<file path="config.mk">
export PLATFORM = sky130hd
export DESIGN_NAME = sr_cmd_debounce_flat
export DESIGN_NICKNAME = d
export VERILOG_FILES = /design/src/rtl/sr_cmd_pkg.sv /design/src/rtl/sr_cmd_debounce_if.sv /design/src/rtl/sr_debounce_ch.sv /design/src/rtl/sr_cmd_debounce.sv /design/src/flat_wrapper.sv
export SDC_FILE = /design/constraint.sdc
export NUM_CORES = 1
export LEC_CHECK = 0
export BUFFER_PORTS_ARGS = -buffer_cell sky130_fd_sc_hd__buf_2
export CORE_AREA = 2 2 39 41
export CTS_CLUSTER_SIZE = 14
export DETAILED_ROUTE_END_ITERATION = 10
export DIE_AREA = 0 0 41 43
export PLACE_DENSITY = 0.62
export SYNTH_ARGS = -nofsm -noshare
export SYNTH_HDL_FRONTEND = slang
export SYNTH_SLANG_ARGS = --single-unit
export TNS_END_PERCENT = 100
</file>
<file path="constraint.sdc">
create_clock -name clk -period 1.4 [get_ports clk]
set_input_delay 0.28 -clock clk [delete_from_list [all_inputs] [get_ports clk]]
set_output_delay 0.28 -clock clk [all_outputs]
set_load 0.005 [all_outputs]
</file>
<file path="src/rtl/sr_cmd_pkg.sv">
// Shared types and constants for the SR command conditioner.
// Build option: SR_CMD_SYNC_EN enables the 2-flop input synchronisers.
package sr_cmd_pkg;

   localparam int unsigned DEBOUNCE_CYCLES_DEF = 16;

   localparam int unsigned CH_SET   = 0;
   localparam int unsigned CH_RESET = 1;
   localparam int unsigned NUM_CH   = 2;

   typedef struct packed {
      logic db;
      logic rise;
   } ch_status_t;

endpackage

</file>
<file path="src/rtl/sr_cmd_debounce_if.sv">
// Request/command bundle between the raw request source and the SR conditioner.
// Build option: SR_CMD_SYNC_EN (affects only the conditioner's latency).
interface sr_cmd_debounce_if;

   logic set_raw;
   logic reset_raw;
   logic s;
   logic r;
   logic conflict;

   modport master (
      output set_raw,
      output reset_raw,
      input  s,
      input  r,
      input  conflict
   );

   modport slave (
      input  set_raw,
      input  reset_raw,
      output s,
      output r,
      output conflict
   );

endinterface

</file>
<file path="src/rtl/sr_debounce_ch.sv">
// One request channel: optional synchroniser, debounce counter, level and rise detect.
// Build option: SR_CMD_SYNC_EN inserts a 2-flop synchroniser ahead of the counter.
module sr_debounce_ch
   import sr_cmd_pkg::*;
#(
   parameter int unsigned DEBOUNCE_CYCLES = DEBOUNCE_CYCLES_DEF,
   parameter int unsigned CNT_W           = $clog2(DEBOUNCE_CYCLES)
) (
   input  logic       clk,
   input  logic       rst,
   input  logic       raw,
   output ch_status_t status
);

   localparam logic [CNT_W-1:0] CNT_MAX = CNT_W'(DEBOUNCE_CYCLES - 1);

   logic             sync;
   logic [CNT_W-1:0] cnt_q;
   logic             db_q;
   logic             db_prev_q;

`ifdef SR_CMD_SYNC_EN
   logic [1:0] sync_q;

   always_ff @(posedge clk or posedge rst) begin
      if (rst) begin
         sync_q <= '0;
      end else begin
         sync_q <= {sync_q[0], raw};
      end
   end

   assign sync = sync_q[1];
`else
   assign sync = raw;
`endif

   // The level only moves after DEBOUNCE_CYCLES consecutive mismatches; any
   // agreeing cycle restarts the count, so the counter never passes CNT_MAX.
   always_ff @(posedge clk or posedge rst) begin
      if (rst) begin
         cnt_q     <= '0;
         db_q      <= 1'b0;
         db_prev_q <= 1'b0;
      end else begin
         db_prev_q <= db_q;
         if (sync == db_q) begin
            cnt_q <= '0;
         end else if (cnt_q == CNT_MAX) begin
            db_q  <= sync;
            cnt_q <= '0;
         end else begin
            cnt_q <= cnt_q + CNT_W'(1);
         end
      end
   end

   assign status.db   = db_q;
   assign status.rise = db_q & ~db_prev_q;

endmodule

</file>
<file path="src/rtl/sr_cmd_debounce.sv">
// Two debounced request channels arbitrated into mutually exclusive s/r pulses.
// Build option: SR_CMD_SYNC_EN adds input synchronisers (2 extra cycles of latency).
module sr_cmd_debounce
   import sr_cmd_pkg::*;
#(
   parameter int unsigned DEBOUNCE_CYCLES = DEBOUNCE_CYCLES_DEF,
   parameter int unsigned CNT_W           = $clog2(DEBOUNCE_CYCLES)
) (
   input logic               clk,
   input logic               rst,
   sr_cmd_debounce_if.slave  bus
);

   ch_status_t status [NUM_CH];

   logic set_edge;
   logic reset_edge;
   logic s_q;
   logic r_q;
   logic conflict_q;

   sr_debounce_ch #(
      .DEBOUNCE_CYCLES (DEBOUNCE_CYCLES),
      .CNT_W           (CNT_W)
   ) u_ch_set (
      .clk    (clk),
      .rst    (rst),
      .raw    (bus.set_raw),
      .status (status[CH_SET])
   );

   sr_debounce_ch #(
      .DEBOUNCE_CYCLES (DEBOUNCE_CYCLES),
      .CNT_W           (CNT_W)
   ) u_ch_reset (
      .clk    (clk),
      .rst    (rst),
      .raw    (bus.reset_raw),
      .status (status[CH_RESET])
   );

   // A rise is only honoured while the debounced level is actually high.
   always_comb begin
      set_edge   = status[CH_SET].rise & status[CH_SET].db;
      reset_edge = status[CH_RESET].rise & status[CH_RESET].db;
   end

   // Reset wins a tie, so s and r can never be high together.
   always_ff @(posedge clk or posedge rst) begin
      if (rst) begin
         s_q        <= 1'b0;
         r_q        <= 1'b0;
         conflict_q <= 1'b0;
      end else begin
         s_q        <= set_edge & ~reset_edge;
         r_q        <= reset_edge;
         conflict_q <= set_edge & reset_edge;
      end
   end

   assign bus.s        = s_q;
   assign bus.r        = r_q;
   assign bus.conflict = conflict_q;

endmodule

</file>
<file path="src/flat_wrapper.sv">
// flat-port wrapper written by rule: the top's interface ports become plain ports
module sr_cmd_debounce_flat import sr_cmd_pkg::*;
#(
   parameter int unsigned DEBOUNCE_CYCLES = DEBOUNCE_CYCLES_DEF,
   parameter int unsigned CNT_W           = $clog2(DEBOUNCE_CYCLES)
)
  (clk, rst, bus_set_raw, bus_reset_raw, bus_s, bus_r, bus_conflict);
  sr_cmd_debounce_if bus_i ();
  input logic clk;
  input logic rst;
  input wire logic [$bits(bus_i.set_raw)-1:0] bus_set_raw;
  input wire logic [$bits(bus_i.reset_raw)-1:0] bus_reset_raw;
  output wire logic [$bits(bus_i.s)-1:0] bus_s;
  output wire logic [$bits(bus_i.r)-1:0] bus_r;
  output wire logic [$bits(bus_i.conflict)-1:0] bus_conflict;
  assign bus_i.set_raw = bus_set_raw;
  assign bus_i.reset_raw = bus_reset_raw;
  assign bus_s = bus_i.s;
  assign bus_r = bus_i.r;
  assign bus_conflict = bus_i.conflict;
  sr_cmd_debounce #(.DEBOUNCE_CYCLES(DEBOUNCE_CYCLES), .CNT_W(CNT_W)) u_core (.clk(clk), .rst(rst), .bus(bus_i));
endmodule
</file>
==> results of run 1 <==
==> cells in the final DEF, fill, tap and decap left out, types with 2 or more instances in the layout <==
master / n
ha_1: 2
buf_2: 6
a311oi_1: 2
dfrtp_1: 15
nor2b_1: 2
nor3b_1: 2
nor2_1: 2
xnor2_1: 4
a21oi_1: 2
inv_1: 2
clkbuf_4: 3
==> report_power, final <==
part	switching (W)	internal (W)	leakage [nW]	total (W)
registers	0.0000345	0.000471	0.193	0.000506
logic	0.0000441	0.0000495	0.110	0.0000936
clock network	0.000139	0.000106	0.0177	0.000245
total	0.000218	0.000627	0.321	0.000845
==> per-layer routing <==
| layer | routed length (um) | track usage (%) |
|---|---|---|
| met1 | 447 | 19.4 |
| met2 | 347 | 14.1 |
| met3 | 25 | 3.14 |
| met4 | 4 | 10.0 |
| met5 | 0 | 0 |
==> worst max-delay path: stages (launching register included) <==
cell      delay (ns)
dfrtp_1         0.42
ha_1            0.28
a21o_1          0.17
a311oi_1        0.27
==> final timing paths <==
path / start / slack [ns] / to
setup / recovery: u_core.u_ch_set.cnt_q[0]$_DFF_PP0_ / 0.17 / u_core.u_ch_set.cnt_q[3]$_DFF_PP0_
hold reg to reg: u_core.u_ch_set.db_prev_q$_DFF_PP0_ / 0.43 / u_core.bus.s$_DFF_PP0_
setup reg to reg: u_core.u_ch_set.cnt_q[0]$_DFF_PP0_ / 0.17 / u_core.u_ch_set.cnt_q[3]$_DFF_PP0_
max in group asynchronous: rst / 1.01 / u_core.u_ch_reset.cnt_q[2]$_DFF_PP0_
hold / removal: rst / 0.03 / u_core.u_ch_set.cnt_q[2]$_DFF_PP0_
min in group clk: bus_reset_raw / 0.23 / u_core.u_ch_reset.db_q$_DFFE_PP0P_
==> synthesized netlist by cell type <==
cell / instances
and2b_1: 1
nand3_1: 1
nor2_1: 2
nor3b_1: 2
nor2b_1: 2
and3b_2: 1
a21oi_1: 2
o21ai_0: 1
a31oi_1: 1
mux2_1: 1
a21o_1: 1
nand4b_1: 1
a311oi_1: 2
inv_1: 2
xnor2_1: 4
dfrtp_1: 15
ha_1: 2
mux2_4: 1
nand3_2: 1
==> through the flow <==
| stage | instance area (um^2) | setup WS (ns) | hold slack [ns] | instances |
|---|---|---|---|---|
| 3_5_place_dp | 642 | 0.202 | 0.356 | 65 |
| 3_3_place_gp | 642 | 0.201 | 0.355 | 65 |
| 6_report | 669 | 0.170 | 0.0265 | 69 |
| 4_1_cts | 669 | 0.157 | 0.0381 | 69 |
| 5_1_grt | 669 | 0.102 | 0.0869 | 69 |
| 2_1_floorplan | 592 | 0.251 | 0.181 | 43 |
==> cell families (layout without fill, tap and decap cells) <==
| family | Yosys count | in the layout | share of synthesized area [%] |
|---|---|---|---|
| flops | 15 | 15 | 63.4 |
| simple gates | 11 | 11 | 12.9 |
| compound gates | 7 | 7 | 7.82 |
| xor+xnor | 4 | 4 | 5.92 |
| fa+ha+maj | 2 | 2 | 4.23 |
| mux | 2 | 2 | 4.44 |
| buf+inv | 2 | 12 | 1.27 |
==> area by class of cell <==
cell class                 count  share of cell area, %
clock buffer                   3                   3.36
clock inverter                 1                  0.748
inverter                       2                   1.12
multi-input combinational     26                   31.2
sequential                    15                   56.1
tap                           16                   2.99
timing repair buffer           6                   4.49
==> reports/qor.txt, run 1 <==
Critical Path End Type = flip-flop
fin crit period = 1.23 ns
Final Core Density = 48.4%
first-pass GRT wire length = 1.42 mm
CP required = 1.58 ns
overall die area = 1760 um^2
Tot Pwr = 0.000845 W
PD cells = 1260 nW/um^2
Routability Congestion = 0.591
Critical Path Source Type = flip-flop
IO Count = 7
largest net degree at the start of global routing = 16
max cap viols = 0
DRC Markers = 0
Max-slew headroom = 63.4%
die width = 41 um
drt total wl = 824 um
Leakage = 0.321 nW
# hold bufs at CTS = 0
root buffer cell = clkbuf_4
cell taking the most area after synthesis = dfrtp_1
fillcell total = 121
crit path DAT = 1.41 ns
I/O Buffers = 6
post-CTS resize count = 0
length in cells of the worst reg-to-reg path = 3
drt initial violations = 0
post-synthesis register bit count = 15
htree depth = 1
Via density = 4.75
Ys Warns = 0
Synth area leaders = dfrtp_1 63%, xnor2_1 5.9%, ha_1 4.2%
Area Growth Syn to Fin = 13.1%
register area = 375 um^2
worst vdd rail ir drop = 622 uV
Post-CTS Setup Bufs = 0
worst-margin pin slew = 0.548 ns
clk buf depth = 2
router iterations before antenna repair = 1
share of layout cells above drive strength 1 = 24.5%
Pins Over Slew Limit = 0
Mapped Nets = 49
gr usage total = 12.5%
Vias = 328
CTS buffer count = 3
post-synthesis cell count = 43
period utilisation layout = 87.9%
register area share after synthesis = 63.4%
Multi-input gate area = 209 um^2
Setup TNS = 0 ns
GR Overflow Total = 0
WL/cell = 11.9 um
RSZ-0062 raised after global routing = false
Antenna Cells = 0
Core ar. = 1380 um^2
Synth top area share = 63.4%
syn_area_per_cell = 13.8 um^2
row count = 14
status = finished, final reports clean
die height = 43 um
Yosys cell types = 19
number of clock sinks = 15
NumNets Final = 60
CTS tree = yes
largest registers = u_core.u_ch_reset.cnt_q: 4 flops, u_core.u_ch_set.cnt_q: 4 flops
Crit Path Max Fanout = 4
synthesized area = 592 um^2
Initial Util = 42.8%
final hold viol count = 0
Crit Path Category = flip-flop to flip-flop
HPWL Detailed = 572 um
Clock Latency Late Sink = 0.28 ns
clock transition at the registers of the reported paths = 0.09 ns
# setup viols final = 0
vias in the first global route = 320
ANT nets after route = 0
Hold Crit Class = primary input to asynchronous set/reset pin
initial antenna violation count = 0
Post-Route Skew = 0.000966 ns
Max Freq = 813 MHz
Note: power is estimated with default switching activity, not from simulation.
==> run 2: changes to the inputs <==
- BUFFER_PORTS_ARGS: -buffer_cell sky130_fd_sc_hd__buf_2 -> -buffer_cell sky130_fd_sc_hd__buf_4
- CORE_AREA: 2 2 39 41 -> not set
- CORE_MARGIN: not set -> 1
- CORE_UTILIZATION: not set -> 44
- DIE_AREA: 0 0 41 43 -> not set
- PLACE_DENSITY: 0.62 -> 0.61
==> reports/qor.txt, run 2 (synthesis results as in run 1) <==
most frequent cells in the layout = 15 x dfrtp_1, 6 x buf_4, 4 x xnor2_1 (was 15 x dfrtp_1, 6 x buf_2, 4 x xnor2_1)
DRC Markers = 0 (unchanged)
clk buf depth = 2 (unchanged)
final hold viol count = 0 (unchanged)
length in cells of the worst reg-to-reg path = 3 (unchanged)
initial antenna violation count = 0 (unchanged)
max cap viols = 0 (unchanged)
worst vdd rail ir drop = 623 uV (was 622 uV)
Setup TNS = 0 ns (unchanged)
Post-Route Skew = 0.00667 ns (was 0.000966 ns)
drt initial violations = 13 (was 0)
Pins Over Slew Limit = 0 (unchanged)
overall die area = 1500 um^2 (was 1760 um^2)
Hold Crit Class = primary input to asynchronous set/reset pin (unchanged)
CTS buffer count = 3 (unchanged)
fin crit period = 1.23 ns (about the same)
Initial Util = 50.5% (was 42.8%)
crit path DAT = 1.40 ns (was 1.41 ns)
Core ar. = 1170 um^2 (was 1380 um^2)
WL/cell = 13.0 um (was 11.9 um)
htree depth = 1 (unchanged)
post-CTS resize count = 0 (unchanged)
RR Startpoint = u_core.u_ch_reset.cnt_q[0]$_DFF_PP0_ (was u_core.u_ch_set.cnt_q[0]$_DFF_PP0_)
HPWL Detailed = 643 um (was 572 um)
worst-margin pin slew = 0.522 ns (was 0.548 ns)
Final Core Density = 58.1% (was 48.4%)
die width = 38.7 um (was 41 um)
Crit Path Max Fanout = 4 (unchanged)
period utilisation layout = 88.0% (was 87.9%)
vias in the first global route = 344 (was 320)
Post-CTS Setup Bufs = 0 (unchanged)
Routability Congestion = 0.618 (was 0.591)
Placed Cells = 63 (was 65)
Max Freq = 812 MHz (was 813 MHz)
first-pass GRT wire length = 1.37 mm (was 1.42 mm)
CTS tree = yes (unchanged)
router iterations before antenna repair = 4 (was 1)
NumNets Final = 60 (unchanged)
Leakage = 0.321 nW (about the same)
RSZ-0062 raised after global routing = false (unchanged)
Antenna Cells = 0 (unchanged)
GR Overflow Total = 0 (unchanged)
root buffer cell = clkbuf_4 (unchanged)
PD cells = 1250 nW/um^2 (was 1260 nW/um^2)
Area Growth Syn to Fin = 15.0% (was 13.1%)
register area = 375 um^2 (unchanged)
Critical Path Source Type = flip-flop (unchanged)
Multi-input gate area = 209 um^2 (unchanged)
Critical Path End Type = flip-flop (unchanged)
# hold bufs at CTS = 0 (unchanged)
# setup viols final = 0 (unchanged)
ANT nets after route = 0 (unchanged)
largest registers = u_core.u_ch_reset.cnt_q: 4 flops, u_core.u_ch_set.cnt_q: 4 flops (unchanged)
largest net degree at the start of global routing = 16 (unchanged)
row count = 12 (was 14)
gr usage total = 14.6% (was 12.5%)
I/O Buffers = 6 (unchanged)
CP required = 1.56 ns (was 1.58 ns)
clock transition at the registers of the reported paths = 0.08 ns (was 0.09 ns)
Vias = 351 (was 328)
IO Count = 7 (unchanged)
non-filler cells, final = 67 (was 69)
fillcell total = 98 (was 121)
drt total wl = 871 um (was 824 um)
Via density = 5.24 (was 4.75)
share of layout cells above drive strength 1 = 22.6% (was 24.5%)
number of clock sinks = 15 (unchanged)
Max-slew headroom = 65.2% (was 63.4%)
crit path launch = u_core.u_ch_reset.cnt_q[0]$_DFF_PP0_ (was u_core.u_ch_set.cnt_q[0]$_DFF_PP0_)
commonest non-fill, non-tap cell in the layout = dfrtp_1 (unchanged)
Clock Latency Late Sink = 0.28 ns (about the same)
die height = 38.7 um (was 43 um)
status = finished, final reports clean (unchanged)
Crit Path Category = flip-flop to flip-flop (unchanged)
## run 2: changes by cell type in the layout (fill, tap and decap cells not counted), sizes merged
| cell | previous run | this run |
|---|---|---|
| clkbuf | 3 | 4 |
| clkinv | 1 | 0 |
## run 2: critical path: stages (launching register included)
cell	delay, ns
dfrtp_1	0.42
ha_1	0.26
nand3_1	0.12
mux2_1	0.33
## run 2: metrics by stage
stage	total power, W	worst slack [ns]	area (um^2)	hold WS (ns)
after detailed placement	0.000619	0.196	654	0.359
final	0.000851	0.168	681	0.0269
after global routing	0.000902	0.128	681	0.0639
after global placement	0.000604	0.238	654	0.335
after floorplan	0.000581	0.251	592	0.181
after CTS	0.000863	0.171	681	0.0439
## run 2: layout make-up
| cell class | instances | area share [%] |
|---|---|---|
| Tap cell | 14 | 2.57 |
| Clock buffer | 4 | 3.86 |
| Multi-Input combinational cell | 26 | 30.7 |
| Timing Repair Buffer | 6 | 6.62 |
| Inverter | 2 | 1.10 |
| Sequential cell | 15 | 55.1 |
## run 2: routing by layer
metal / up-vias / global-route usage [%] / wire length [um]
li1: 172 / - / -
met1: 168 / 15.9 / 370
met2: 9 / 23.3 / 434
met3: 2 / 5.20 / 48
met4: 0 / 10.3 / 17
met5: - / 0 / 0
## run 2: final timing paths
check / to / slack (ns)
max in group asynchronous: u_core.u_ch_reset.cnt_q[0]$_DFF_PP0_ / 1.02
min in group clk: u_core.u_ch_reset.db_q$_DFFE_PP0P_ / 0.23
max reg2reg: u_core.u_ch_reset.db_q$_DFFE_PP0P_ / 0.17
min reg2reg: u_core.bus.s$_DFF_PP0_ / 0.44
max: u_core.u_ch_reset.db_q$_DFFE_PP0P_ / 0.17
min: u_core.u_ch_set.db_q$_DFFE_PP0P_ / 0.03
## run 2: power breakdown
group          total, W  switching, W  leakage [nW]  internal, W
logic          0.000103     0.0000481         0.113    0.0000545
registers      0.000508     0.0000362         0.193     0.000471
clock network  0.000241      0.000130        0.0150     0.000111
==> run 3: changes to the inputs <==
- PLACE_DENSITY: 0.61 -> 0.63
- clock period: 1.4 -> 1 ns (I/O delays scaled with it)
==> reports/qor.txt, run 3 (synthesis results as in run 1) <==
die height = 38.7 um (unchanged)
reg2reg end = u_core.u_ch_reset.db_q$_DFFE_PP0P_ (unchanged)
worst-margin pin slew = 0.333 ns (was 0.522 ns)
DRC Markers = 0 (unchanged)
Reg power frac = 53.5% (was 59.6%)
Vias = 404 (was 351)
RR Startpoint = u_core.u_ch_reset.cnt_q[0]$_DFF_PP0_ (unchanged)
internal power = 0.000991 W (was 0.000637 W)
length in cells of the worst reg-to-reg path = 3 (unchanged)
Placed Cells = 68 (was 63)
r2r setup slk = -0.13 ns (was 0.17 ns)
fin worst setup slack = -0.129 ns (was 0.168 ns)
clock transition at the registers of the reported paths = 0.09 ns (was 0.08 ns)
GR Overflow Total = 0 (unchanged)
HPWL Detailed = 758 um (was 643 um)
number of clock sinks = 15 (unchanged)
htree depth = 1 (unchanged)
CP required = 1.17 ns (was 1.56 ns)
router iterations before antenna repair = 4 (unchanged)
PD cells = 1600 nW/um^2 (was 1250 nW/um^2)
Hold Crit Class = primary input to flip-flop (was primary input to asynchronous set/reset pin)
Critical Path End Type = flip-flop (unchanged)
Pins Over Slew Limit = 0 (unchanged)
CTS tree = yes (unchanged)
Setup TNS = -0.431 ns (was 0 ns)
largest net degree at the start of global routing = 16 (unchanged)
CTS buffer count = 3 (unchanged)
status = complete, but fails checks (was finished, final reports clean)
crit path launch = u_core.u_ch_reset.cnt_q[0]$_DFF_PP0_ (unchanged)
fin crit period = 1.13 ns (was 1.23 ns)
Crit Path Category = flip-flop to flip-flop (unchanged)
Leakage = 0.387 nW (was 0.321 nW)
die width = 38.7 um (unchanged)
worst vdd rail ir drop = 905 uV (was 623 uV)
non-filler cells, final = 75 (was 67)
Crit Path Max Fanout = 3 (was 4)
overall die area = 1500 um^2 (unchanged)
root buffer cell = clkbuf_4 (unchanged)
Initial Util = 50.5% (unchanged)
clk buf depth = 2 (unchanged)
Crit path largest cell delay = 0.44 ns (was 0.42 ns)
Setup crit end = u_core.u_ch_reset.db_q$_DFFE_PP0P_ (unchanged)
largest registers = u_core.u_ch_reset.cnt_q: 4 flops, u_core.u_ch_set.cnt_q: 4 flops (unchanged)
Critical Path Source Type = flip-flop (unchanged)
Comb pwr share = 21.5% (was 12.1%)
Area Growth Syn to Fin = 43.1% (was 15.0%)
failing checks = negative setup slack
worst path cell trace = ha_4 > nand3_4 > mux2_4 (was ha_1 > nand3_1 > mux2_1)
crit path DAT = 1.30 ns (was 1.40 ns)
Antenna Cells = 0 (unchanged)
Max-slew headroom = 77.7% (was 65.2%)
I/O Buffers = 6 (unchanged)
commonest non-fill, non-tap cell in the layout = dfrtp_1 (unchanged)
RSZ-0062 raised after global routing = true (was false)
Via density = 5.39 (was 5.24)
initial antenna violation count = 0 (unchanged)
clock share of power = 25.0% (was 28.3%)
Clock Latency Late Sink = 0.28 ns (about the same)
most frequent cells in the layout = 15 x dfrtp_1, 10 x buf_4, 4 x xnor2_2 (was 15 x dfrtp_1, 6 x buf_4, 4 x xnor2_1)
switching share of power = 27.0% (was 25.2%)
Max Freq = 886 MHz (was 812 MHz)
drt initial violations = 13 (unchanged)
CP max stage cell = dfrtp_1 (unchanged)
switching power = 0.000367 W (was 0.000215 W)
final hold viol count = 0 (unchanged)
drt total wl = 1.20 mm (was 871 um)
first-pass GRT wire length = 1.91 mm (was 1.37 mm)
vias in the first global route = 413 (was 344)
Post-Route Skew = 0.00404 ns (was 0.00667 ns)
gr usage total = 20.4% (was 14.6%)
period utilisation layout = 113% (was 88.0%)
NumNets Final = 68 (was 60)
ANT nets after route = 0 (unchanged)
# setup viols final = 6 (was 0)
max cap viols = 0 (unchanged)
Core ar. = 1170 um^2 (unchanged)
row count = 12 (unchanged)
WL/cell = 16.0 um (was 13.0 um)
share of layout cells above drive strength 1 = 49.2% (was 22.6%)
IO Count = 7 (unchanged)
Routability Congestion = 0.659 (was 0.618)
## run 3: cell count changes in the layout (fill, tap and decap cells not counted), sizes merged
| cell | change |
|---|---|
| buf | +7 |
| dlygate4sd3 | +1 |
## run 3: how the worst min path moves through the flow
stage / slack (ns) / start / cells past startpoint / end
finish: 0.18 / bus_set_raw / 2 / u_core.u_ch_set.db_q$_DFFE_PP0P_
global route: 0.18 / bus_reset_raw / 2 / u_core.u_ch_reset.db_q$_DFFE_PP0P_
CTS: 0.17 / bus_reset_raw / 2 / u_core.u_ch_reset.db_q$_DFFE_PP0P_
detailed placement: 0.23 / rst / 3 / u_core.bus.conflict$_DFF_PP0_
global placement: 0.21 / rst / 3 / u_core.u_ch_reset.db_prev_q$_DFF_PP0_
floorplan: 0.10 / rst / 1 / u_core.bus.conflict$_DFF_PP0_
## run 3: power by group through the flow
stage	logic (W)	clock network, W	registers, W
2_1_floorplan	0.000112	0	0.000720
3_3_place_gp	0.000185	0	0.000716
3_5_place_dp	0.000201	0	0.000724
4_1_cts	0.000262	0.000349	0.000722
5_1_grt	0.000321	0.000370	0.000734
6_report	0.000292	0.000339	0.000728
## run 3: timing repair
action                                  CTS  global route
endpoints found under the setup margin    9            11
cloned                                    0             0
pin swaps                                 2             5
endpoints found under the hold margin    15             0
resized for setup                         8             6
buffers inserted                          2             0
hold buffers                              1             0
## run 3: layout make-up
class                      count  area [um^2]
inverter                       2         7.51
timing repair buffer          14          119
tap                           14         17.5
clock buffer                   4         26.3
multi-input combinational     26          302
fill                          82          324
sequential                    15          375
## run 3: metal layers
metal / part of all wire [%] / up-vias / global-route usage, %
met4: 1.2 / 0 / 8.62
met3: 5.2 / 3 / 5.78
met1: 41 / 200 / 24.3
met5: 0 / - / 0
li1: - / 186 / -
met2: 52 / 15 / 34.2
## run 3: stage by stage
| step | power, W | cell area [um^2] | setup slack, ns | utilization, % | hold slack, ns |
|---|---|---|---|---|---|
| floorplan | 0.000832 | 616 | -0.0694 | - | 0.101 |
| global placement | 0.000901 | 716 | -0.0649 | 61.1 | 0.207 |
| detailed placement | 0.000926 | 716 | -0.0993 | 61.1 | 0.225 |
| CTS | 0.00133 | 818 | -0.0934 | 69.9 | 0.172 |
| global route | 0.00143 | 847 | -0.158 | 72.3 | 0.179 |
| finish | 0.00136 | 847 | -0.129 | 72.3 | 0.175 |
## run 3: critical path, delay by kind of cell, from the launching register on
kind / cells / cell delay [ns]
simple gates: 1 / 0.09
fa+ha+maj: 1 / 0.20
flops: 1 / 0.44
mux: 1 / 0.29
